<file path="config.mk">
export PLATFORM = sky130hd
export DESIGN_NAME = truth_table_sweeper
export DESIGN_NICKNAME = d
export VERILOG_FILES = /design/src/rtl/truth_table_sweeper.sv
export SDC_FILE = /design/constraint.sdc
export NUM_CORES = 1
export LEC_CHECK = 0
export CAP_MARGIN = 20
export CELL_PAD_IN_SITES_DETAIL_PLACEMENT = 0
export CELL_PAD_IN_SITES_GLOBAL_PLACEMENT = 2
export CORE_ASPECT_RATIO = 0.75
export CORE_MARGIN = 2
export CORE_UTILIZATION = 32
export DETAILED_ROUTE_END_ITERATION = 8
export PLACE_DENSITY_LB_ADDON = 0.2
export SKIP_CTS_REPAIR_TIMING = 1
export SLEW_MARGIN = 0
export SYNTH_ARGS = -nofsm -noshare
export SYNTH_HDL_FRONTEND = slang
export SYNTH_SLANG_ARGS = --single-unit
</file>
<file path="constraint.sdc">
create_clock -name clk -period 2.2 [get_ports clk]
set_clock_uncertainty 0.15 [all_clocks]
set_input_delay 0.44 -clock clk [delete_from_list [all_inputs] [get_ports clk]]
set_output_delay 0.44 -clock clk [all_outputs]
set_load 0.05 [all_outputs]
</file>
<file path="src/rtl/truth_table_sweeper.sv">
// truth_table_sweeper
//   Latches an N_IN-input boolean function as a truth-table word and evaluates
//   it one input combination per clock. It either sweeps every combination
//   (mode=0) or evaluates a single requested vector (mode=1). Each result is
//   reported with a running count of true minterms.
//
// Ports
//   clk       : clock, rising edge
//   rst_n     : asynchronous active-low reset
//   start     : request a new evaluation (sampled only in IDLE)
//   mode      : 0 = full sweep, 1 = single vector (latched with start)
//   tbl       : truth table, bit i = f(i), MSB of i = first input (latched with start)
//   vec       : input vector for single mode (latched with start)
//   busy      : accepted request in progress, including the done cycle
//   out_valid : out_idx/out_bit valid this cycle
//   out_idx   : input combination being reported
//   out_bit   : tbl[out_idx]
//   ones_cnt  : running count of reported out_bit = 1
//   done      : one-cycle pulse after the last valid result
module truth_table_sweeper #(
  parameter int N_IN = 2,
  parameter int TT_W = 2**N_IN
) (
  input  logic            clk,
  input  logic            rst_n,
  input  logic            start,
  input  logic            mode,
  input  logic [TT_W-1:0] tbl,
  input  logic [N_IN-1:0] vec,
  output logic            busy,
  output logic            out_valid,
  output logic [N_IN-1:0] out_idx,
  output logic            out_bit,
  output logic [N_IN:0]   ones_cnt,
  output logic            done
);

  typedef enum logic [1:0] {
    IDLE   = 2'd0,
    EVAL   = 2'd1,
    FINISH = 2'd2
  } state_t;

  localparam logic [N_IN-1:0] IDX_LAST = N_IN'(TT_W - 1);

  state_t            state, state_nx;
  logic [TT_W-1:0]   tbl_q, tbl_q_nx;
  logic              mode_q, mode_q_nx;
  logic              busy_nx, out_valid_nx, out_bit_nx, done_nx;
  logic [N_IN-1:0]   out_idx_nx;
  logic [N_IN:0]     ones_cnt_nx;

  logic [N_IN-1:0]   first_idx;
  logic [N_IN-1:0]   idx_inc;

  assign first_idx = mode ? vec : '0;
  assign idx_inc   = out_idx + N_IN'(1);

  always_ff @(posedge clk or negedge rst_n) begin
    if (!rst_n) begin
      state     <= IDLE;
      tbl_q     <= '0;
      mode_q    <= 1'b0;
      busy      <= 1'b0;
      out_valid <= 1'b0;
      out_idx   <= '0;
      out_bit   <= 1'b0;
      ones_cnt  <= '0;
      done      <= 1'b0;
    end else begin
      state     <= state_nx;
      tbl_q     <= tbl_q_nx;
      mode_q    <= mode_q_nx;
      busy      <= busy_nx;
      out_valid <= out_valid_nx;
      out_idx   <= out_idx_nx;
      out_bit   <= out_bit_nx;
      ones_cnt  <= ones_cnt_nx;
      done      <= done_nx;
    end
  end

  // The registered out_idx doubles as the sweep index, so the first result is
  // loaded on the accepting edge and appears in the cycle after start.
  // ones_cnt accumulates the out_bit already on the outputs, which makes it
  // lag the reported bit by one cycle and settle exactly in the done cycle.
  always_comb begin
    state_nx     = state;
    tbl_q_nx     = tbl_q;
    mode_q_nx    = mode_q;
    busy_nx      = busy;
    out_valid_nx = out_valid;
    out_idx_nx   = out_idx;
    out_bit_nx   = out_bit;
    ones_cnt_nx  = ones_cnt;
    done_nx      = 1'b0;

    case (state)
      IDLE: begin
        busy_nx      = 1'b0;
        out_valid_nx = 1'b0;
        if (start) begin
          state_nx     = EVAL;
          tbl_q_nx     = tbl;
          mode_q_nx    = mode;
          busy_nx      = 1'b1;
          out_valid_nx = 1'b1;
          out_idx_nx   = first_idx;
          out_bit_nx   = tbl[first_idx];
          ones_cnt_nx  = '0;
        end
      end

      EVAL: begin
        ones_cnt_nx = ones_cnt + (N_IN+1)'(out_bit);
        if (!mode_q && (out_idx != IDX_LAST)) begin
          out_idx_nx = idx_inc;
          out_bit_nx = tbl_q[idx_inc];
        end else begin
          state_nx     = FINISH;
          out_valid_nx = 1'b0;
          done_nx      = 1'b1;
        end
      end

      FINISH: begin
        state_nx     = IDLE;
        busy_nx      = 1'b0;
        out_valid_nx = 1'b0;
      end

      default: begin
        state_nx     = IDLE;
        busy_nx      = 1'b0;
        out_valid_nx = 1'b0;
      end
    endcase
  end

endmodule

</file>
==> results of run 1 <==
cells by family (layout without fill, tap and decap cells):
group / Yosys count / after routing / share of synthesized area [%]
simple gates: 17 / 17 / 13.2
flops: 16 / 16 / 53.3
compound gates: 13 / 13 / 13.0
mux: 9 / 9 / 14.5
fa+ha+maj: 3 / 3 / 5.00
buf+inv: 2 / 26 / 1.00
power by group through the flow:
stage | logic [mW] | clock network, mW | registers [mW]
2_1_floorplan | 0.377 | 0 | 0.777
3_3_place_gp | 0.867 | 0 | 0.549
3_5_place_dp | 0.868 | 0 | 0.552
4_1_cts | 0.870 | 0.204 | 0.546
5_1_grt | 0.927 | 0.219 | 0.565
6_report | 0.858 | 0.192 | 0.543
synthesized netlist by cell type, drive strengths merged:
cell type  number
a21o            1
a21oi           3
a22o            3
dfrtp          16
ha              3
inv             2
mux2            5
mux2i           3
mux4            1
nand2           3
nand2b          3
nand3           2
nor2            7
nor2b           1
nor3b           1
o21ai           3
o21bai          1
o221ai          1
o22ai           1
registers in the layout, summed over array words and instances, names as in the netlist:
| name | count |
|---|---|
| busy | 1 |
| done | 1 |
| mode_q | 1 |
| ones_cnt | 3 |
| out_bit | 1 |
| out_idx | 2 |
| out_valid | 1 |
| state | 2 |
| tbl_q | 4 |
through the flow:
step	power, mW	utilization, %	instance area [um^2]	setup slack, ns
floorplan	1.15	-	751	0.427
global placement	1.42	43.3	975	0.187
detailed placement	1.42	43.3	975	0.196
CTS	1.62	44.9	1010	0.0968
global route	1.71	44.9	1010	0.0663
finish	1.59	44.9	1010	0.111
routing by layer:
| metal | vias to the layer above | part of all wire (%) | GRT usage [%] |
|---|---|---|---|
| met5 | - | 0 | 0 |
| li1 | 265 | - | - |
| met3 | 2 | 5.0 | 5.11 |
| met1 | 249 | 54 | 18.4 |
| met2 | 12 | 40 | 16.3 |
| met4 | 0 | 1.0 | 4.00 |
final cells by class:
class                      instances  area (um^2)  share of cell area [%]
inverter                           2         7.51                   0.743
tap                               25         31.3                    3.09
timing repair buffer              20          193                    19.1
clock buffer                       4         36.3                    3.59
multi-input combinational         42          343                    33.9
sequential                        16          400                    39.6
how the worst min path moves through the flow:
stage,depth (start not counted),from,slack (ns),endpoint
after floorplan,0,rst_n,-0.006,busy
after global placement,1,busy,0.32,busy
after detailed placement,1,busy,0.32,busy
after CTS,2,rst_n,0.31,ones_cnt[2]
after global routing,2,rst_n,0.34,state[1]
final,2,rst_n,0.31,ones_cnt[2]
==> flow_metrics.env, run 1 <==
export IMPL_max_vdd_ir_drop_uv=771
export IMPL_numCtsBuffers=3
export IMPL_power_density_nw_per_um2=1580
export IMPL_antenna_found_initial=0
export IMPL_drive_above_1_share_pct=19.0
export IMPL_final_cell_mix="17 x clkdlybuf4s50_1, 16 x dfrtp_1, 7 x nor2_1"
export IMPL_postRouteAntennaNets=0
export IMPL_grt_max_degree=17
export IMPL_dieArea_um2=2750
export IMPL_critPathTopFamily="buffers and inverters"
export IMPL_netlist_area_um2=751
export IMPL_cp_cell_sequence="clkdlybuf4s50_1"
export IMPL_setup_viol=0
export IMPL_slowest_stage="clkdlybuf4s50_1"
export IMPL_cp_max_fo=3
export IMPL_syn_inst=60
export IMPL_gp_congestion=0.684
export IMPL_core_um2=2250
export IMPL_critPathMaxStageDelay_ns=0.82
export IMPL_timing_final_crit_share_pct=95.0
export IMPL_vias=528
export IMPL_drt_iter0_markers=17
export IMPL_dp_cells=105
export IMPL_slew_headroom_pct=66.8
export IMPL_synth_top_cell_area_share_pct=53.3
export IMPL_status="finished clean"
export IMPL_start_util_pct=33.3
export IMPL_rsz0062_at_grt="false"
export IMPL_worstHoldPathType="in2async"
export IMPL_layout_min_cycle_time_ns=2.09
export IMPL_r2r_setup_slack_ns=0.59
export IMPL_clk_latency_ns=0.28
export IMPL_firstDrtPassIters=4
export IMPL_root_buffer="clkbuf_4"
export IMPL_reg2reg_to="out_bit"
export IMPL_crit_buf_inv=1
export IMPL_synth_top_area_cell="dfrtp_1"
export IMPL_reg2reg_depth=4
export IMPL_die_height_um=45.9
export IMPL_worst_setup_path_type="reg2out"
export IMPL_syn_area_per_cell_um2=12.5
export IMPL_mostFrequentLayoutCell="clkdlybuf4s50_1"
export IMPL_power_switching_mw=0.697
export IMPL_drc_errors=0
export IMPL_startpoint_type="register"
export IMPL_sw_frac_of_total_pct=43.7
export IMPL_worst_pin_slew_ns=0.496
export IMPL_area_growth_pct=34.7
export IMPL_finalHoldViolations=0
export IMPL_path_clk_slew_ns=0.10
export IMPL_p_clk_share_pct=12.0
export IMPL_io_pins=19
export IMPL_endpoint_kind="output port"
export IMPL_slew_violations=0
export IMPL_fmax_mhz=479
export IMPL_crit_arrival_ns=1.50
export IMPL_wl_per_cell_um=12.7
export IMPL_wl_um=1380
export IMPL_numPortBuffers=18
export IMPL_place_hpwl_um=1080
export IMPL_die_x_um=59.9
export IMPL_rows=15
export IMPL_track_usage_pct=12.5
export IMPL_cts_tree="yes"
export IMPL_yosysSeqAreaShare_pct=53.3
export IMPL_power_leakage_nw=0.457
export IMPL_gr_total_overflow=0
export IMPL_htree_levels=1
export IMPL_startpoint="ones_cnt[2]"
export IMPL_holdWs_ns=0.309
export IMPL_via_per_inst=4.84
export IMPL_diodes=0
export IMPL_fin_cells=109
export IMPL_intPower_mw=0.896
export IMPL_post_synth_num_cell_types=21
export IMPL_grt_pass1_vias=508
export IMPL_comb_power_share_pct=53.9
export IMPL_synthTopCellsByArea="dfrtp_1 53%, mux2_2 7.5%, ha_1 5.0%"
export IMPL_ys_ff_latch=16
export IMPL_cts_sinks=16
export IMPL_crit_path_end="ones_cnt[2]"
export IMPL_cp_num_cells=1
export IMPL_cts_buffer_depth=2
export IMPL_worstPathRequired_ns=1.61
export IMPL_r2r_start="out_idx[0]"
export IMPL_ys_warn_count=0
export IMPL_syn_nets=73
export IMPL_nFillCells=219
export IMPL_nets=98
export IMPL_finalSetupTns_ns=0
export IMPL_grt_pass1_wl_um=2390
export IMPL_pwr_share_seq_pct=34.1
export IMPL_maxCapViolations=0
Note: power is estimated with default switching activity, not from simulation.
==> run 2: changes to the inputs <==
--- a/config.mk
+++ b/config.mk
@@ -5,12 +5,12 @@
 export SDC_FILE = /design/constraint.sdc
 export NUM_CORES = 1
 export LEC_CHECK = 0
-export CAP_MARGIN = 20
 export CELL_PAD_IN_SITES_DETAIL_PLACEMENT = 0
 export CELL_PAD_IN_SITES_GLOBAL_PLACEMENT = 2
 export CORE_ASPECT_RATIO = 0.75
 export CORE_MARGIN = 2
 export CORE_UTILIZATION = 32
+export CTS_CLUSTER_SIZE = 24
 export DETAILED_ROUTE_END_ITERATION = 8
 export PLACE_DENSITY_LB_ADDON = 0.2
 export SKIP_CTS_REPAIR_TIMING = 1
==> results of run 2 <==
No change in the layout: final DEF, timing and power equal those of run 1.
==> run 3: changes to the inputs <==
--- a/config.mk
+++ b/config.mk
@@ -13,6 +13,8 @@
 export CTS_CLUSTER_SIZE = 24
 export DETAILED_ROUTE_END_ITERATION = 8
 export PLACE_DENSITY_LB_ADDON = 0.2
+export RECOVER_POWER = 50
+export REMOVE_ABC_BUFFERS = 1
 export SKIP_CTS_REPAIR_TIMING = 1
 export SLEW_MARGIN = 0
 export SYNTH_ARGS = -nofsm -noshare
==> flow_metrics.env, run 3 (synthesized netlist as in run 1, its figures left out) <==
export IMPL_rows=15
export IMPL_totalPowerFinal_mw=1.59
export IMPL_reg2reg_depth=4
export IMPL_worst_pin_slew_ns=0.875
export IMPL_startpoint_type="register"
export IMPL_place_hpwl_um=1080
export IMPL_worst_setup_path_type="reg2out"
export IMPL_cts_tree="yes"
export IMPL_r2r_start="out_idx[0]"
export IMPL_maxCapViolations=0
export IMPL_drc_errors=0
export IMPL_crit_arrival_ns=1.50
export IMPL_crit_buf_inv=1
export IMPL_final_cell_mix="16 x dfrtp_1, 15 x clkdlybuf4s50_1, 7 x nor2_1"
export IMPL_multi_input_area_um2=343
export IMPL_worstPathRequired_ns=1.61
export IMPL_path_clk_slew_ns=0.10
export IMPL_wl_um=1380
export IMPL_dpl_cell_area_um2=975
export IMPL_endpoint_kind="output port"
export IMPL_hp_start="busy"
export IMPL_io_pins=19
export IMPL_status="finished clean"
export IMPL_post_route_util_pct=44.7
export IMPL_max_vdd_ir_drop_uv=771
export IMPL_grt_pass1_wl_um=2390
export IMPL_regArea_um2=400
export IMPL_gr_total_overflow=0
export IMPL_setup_ws_ns=0.111
export IMPL_grt_max_degree=17
export IMPL_worstHoldPathType="reg2reg"
export IMPL_critPathMaxStageDelay_ns=0.82
export IMPL_setup_viol=0
export IMPL_power_leakage_nw=0.454
export IMPL_nets=98
export IMPL_via_per_inst=4.85
export IMPL_finalSetupTns_ns=0
export IMPL_drive_above_1_share_pct=17.9
export IMPL_critPathTopFamily="buffers and inverters"
export IMPL_fmax_mhz=479
export IMPL_slew_headroom_pct=41.7
export IMPL_numPortBuffers=18
export IMPL_largest_reg_flops=4
export IMPL_rsz0062_at_grt="false"
export IMPL_power_density_nw_per_um2=1580
export IMPL_start_util_pct=33.3
export IMPL_nFillCells=219
export IMPL_r2r_setup_slack_ns=0.59
export IMPL_finalHoldViolations=0
export IMPL_area_growth_pct=34.2
export IMPL_diodes=0
export IMPL_final_area_um2=1010
export IMPL_cp_max_fo=3
export IMPL_dieArea_um2=2750
export IMPL_antenna_found_initial=0
export IMPL_slew_violations=0
export IMPL_top_regs="tbl_q x4, ones_cnt x3"
export IMPL_firstDrtPassIters=4
export IMPL_top_register="tbl_q"
export IMPL_die_x_um=59.9
export IMPL_hold_depth=1
export IMPL_gp_congestion=0.684
export IMPL_vias=529
export IMPL_timing_final_crit_share_pct=95.0
export IMPL_track_usage_pct=12.5
export IMPL_wl_per_cell_um=12.7
export IMPL_drt_iter0_markers=17
export IMPL_cts_sinks=16
export IMPL_numCtsBuffers=3
export IMPL_grt_pass1_vias=508
export IMPL_htree_levels=1
export IMPL_slowest_stage="clkdlybuf4s50_1"
export IMPL_core_um2=2250
export IMPL_postRouteAntennaNets=0
export IMPL_mostFrequentLayoutCell="dfrtp_1"
export IMPL_hold_end="busy"
export IMPL_cts_buffer_depth=2
export IMPL_reg2reg_to="out_bit"
export IMPL_clk_latency_ns=0.28
export IMPL_die_height_um=45.9
export IMPL_cp_cell_sequence="clkdlybuf4s50_1"
export IMPL_dpl_worst_slack_ns=0.196
export IMPL_layout_min_cycle_time_ns=2.09
export IMPL_root_buffer="clkbuf_4"
## run 3: per-stage QoR
step | cells | hold WS, ns
after CTS | 109 | 0.306
final | 109 | 0.341
after global routing | 109 | 0.370
after floorplan | 60 | -0.00559
after global placement | 105 | 0.319
after detailed placement | 105 | 0.317
## run 3: how the worst max path moves through the flow
stage,from,end,depth (start not counted),slack (ns)
final,ones_cnt[2],ones_cnt[2],1,0.11
after detailed placement,start,tbl_q[1],3,0.20
after global routing,ones_cnt[2],ones_cnt[2],1,0.07
after CTS,ones_cnt[2],ones_cnt[2],1,0.1
after floorplan,out_idx[0],out_bit,4,0.43
after global placement,start,tbl_q[2],3,0.19
## run 3: where the power goes
part	total [mW]	leakage (nW)	internal [mW]	switching [mW]
clock network	0.192	0.0210	0.101	0.0912
logic	0.856	0.232	0.362	0.494
registers	0.543	0.202	0.432	0.111
## run 3: layout make-up
type	count	area share [%]
sequential	16	39.8
inverter	2	0.745
multi-input combinational	42	34.0
tap	25	3.11
timing repair buffer	20	18.8
clock buffer	4	3.60
## run 3: layer usage
metal	global-route usage, %	part of all wire, %
met3	5.11	5.0
met4	4.00	1.0
met5	0	0
met1	18.4	53
met2	16.3	40
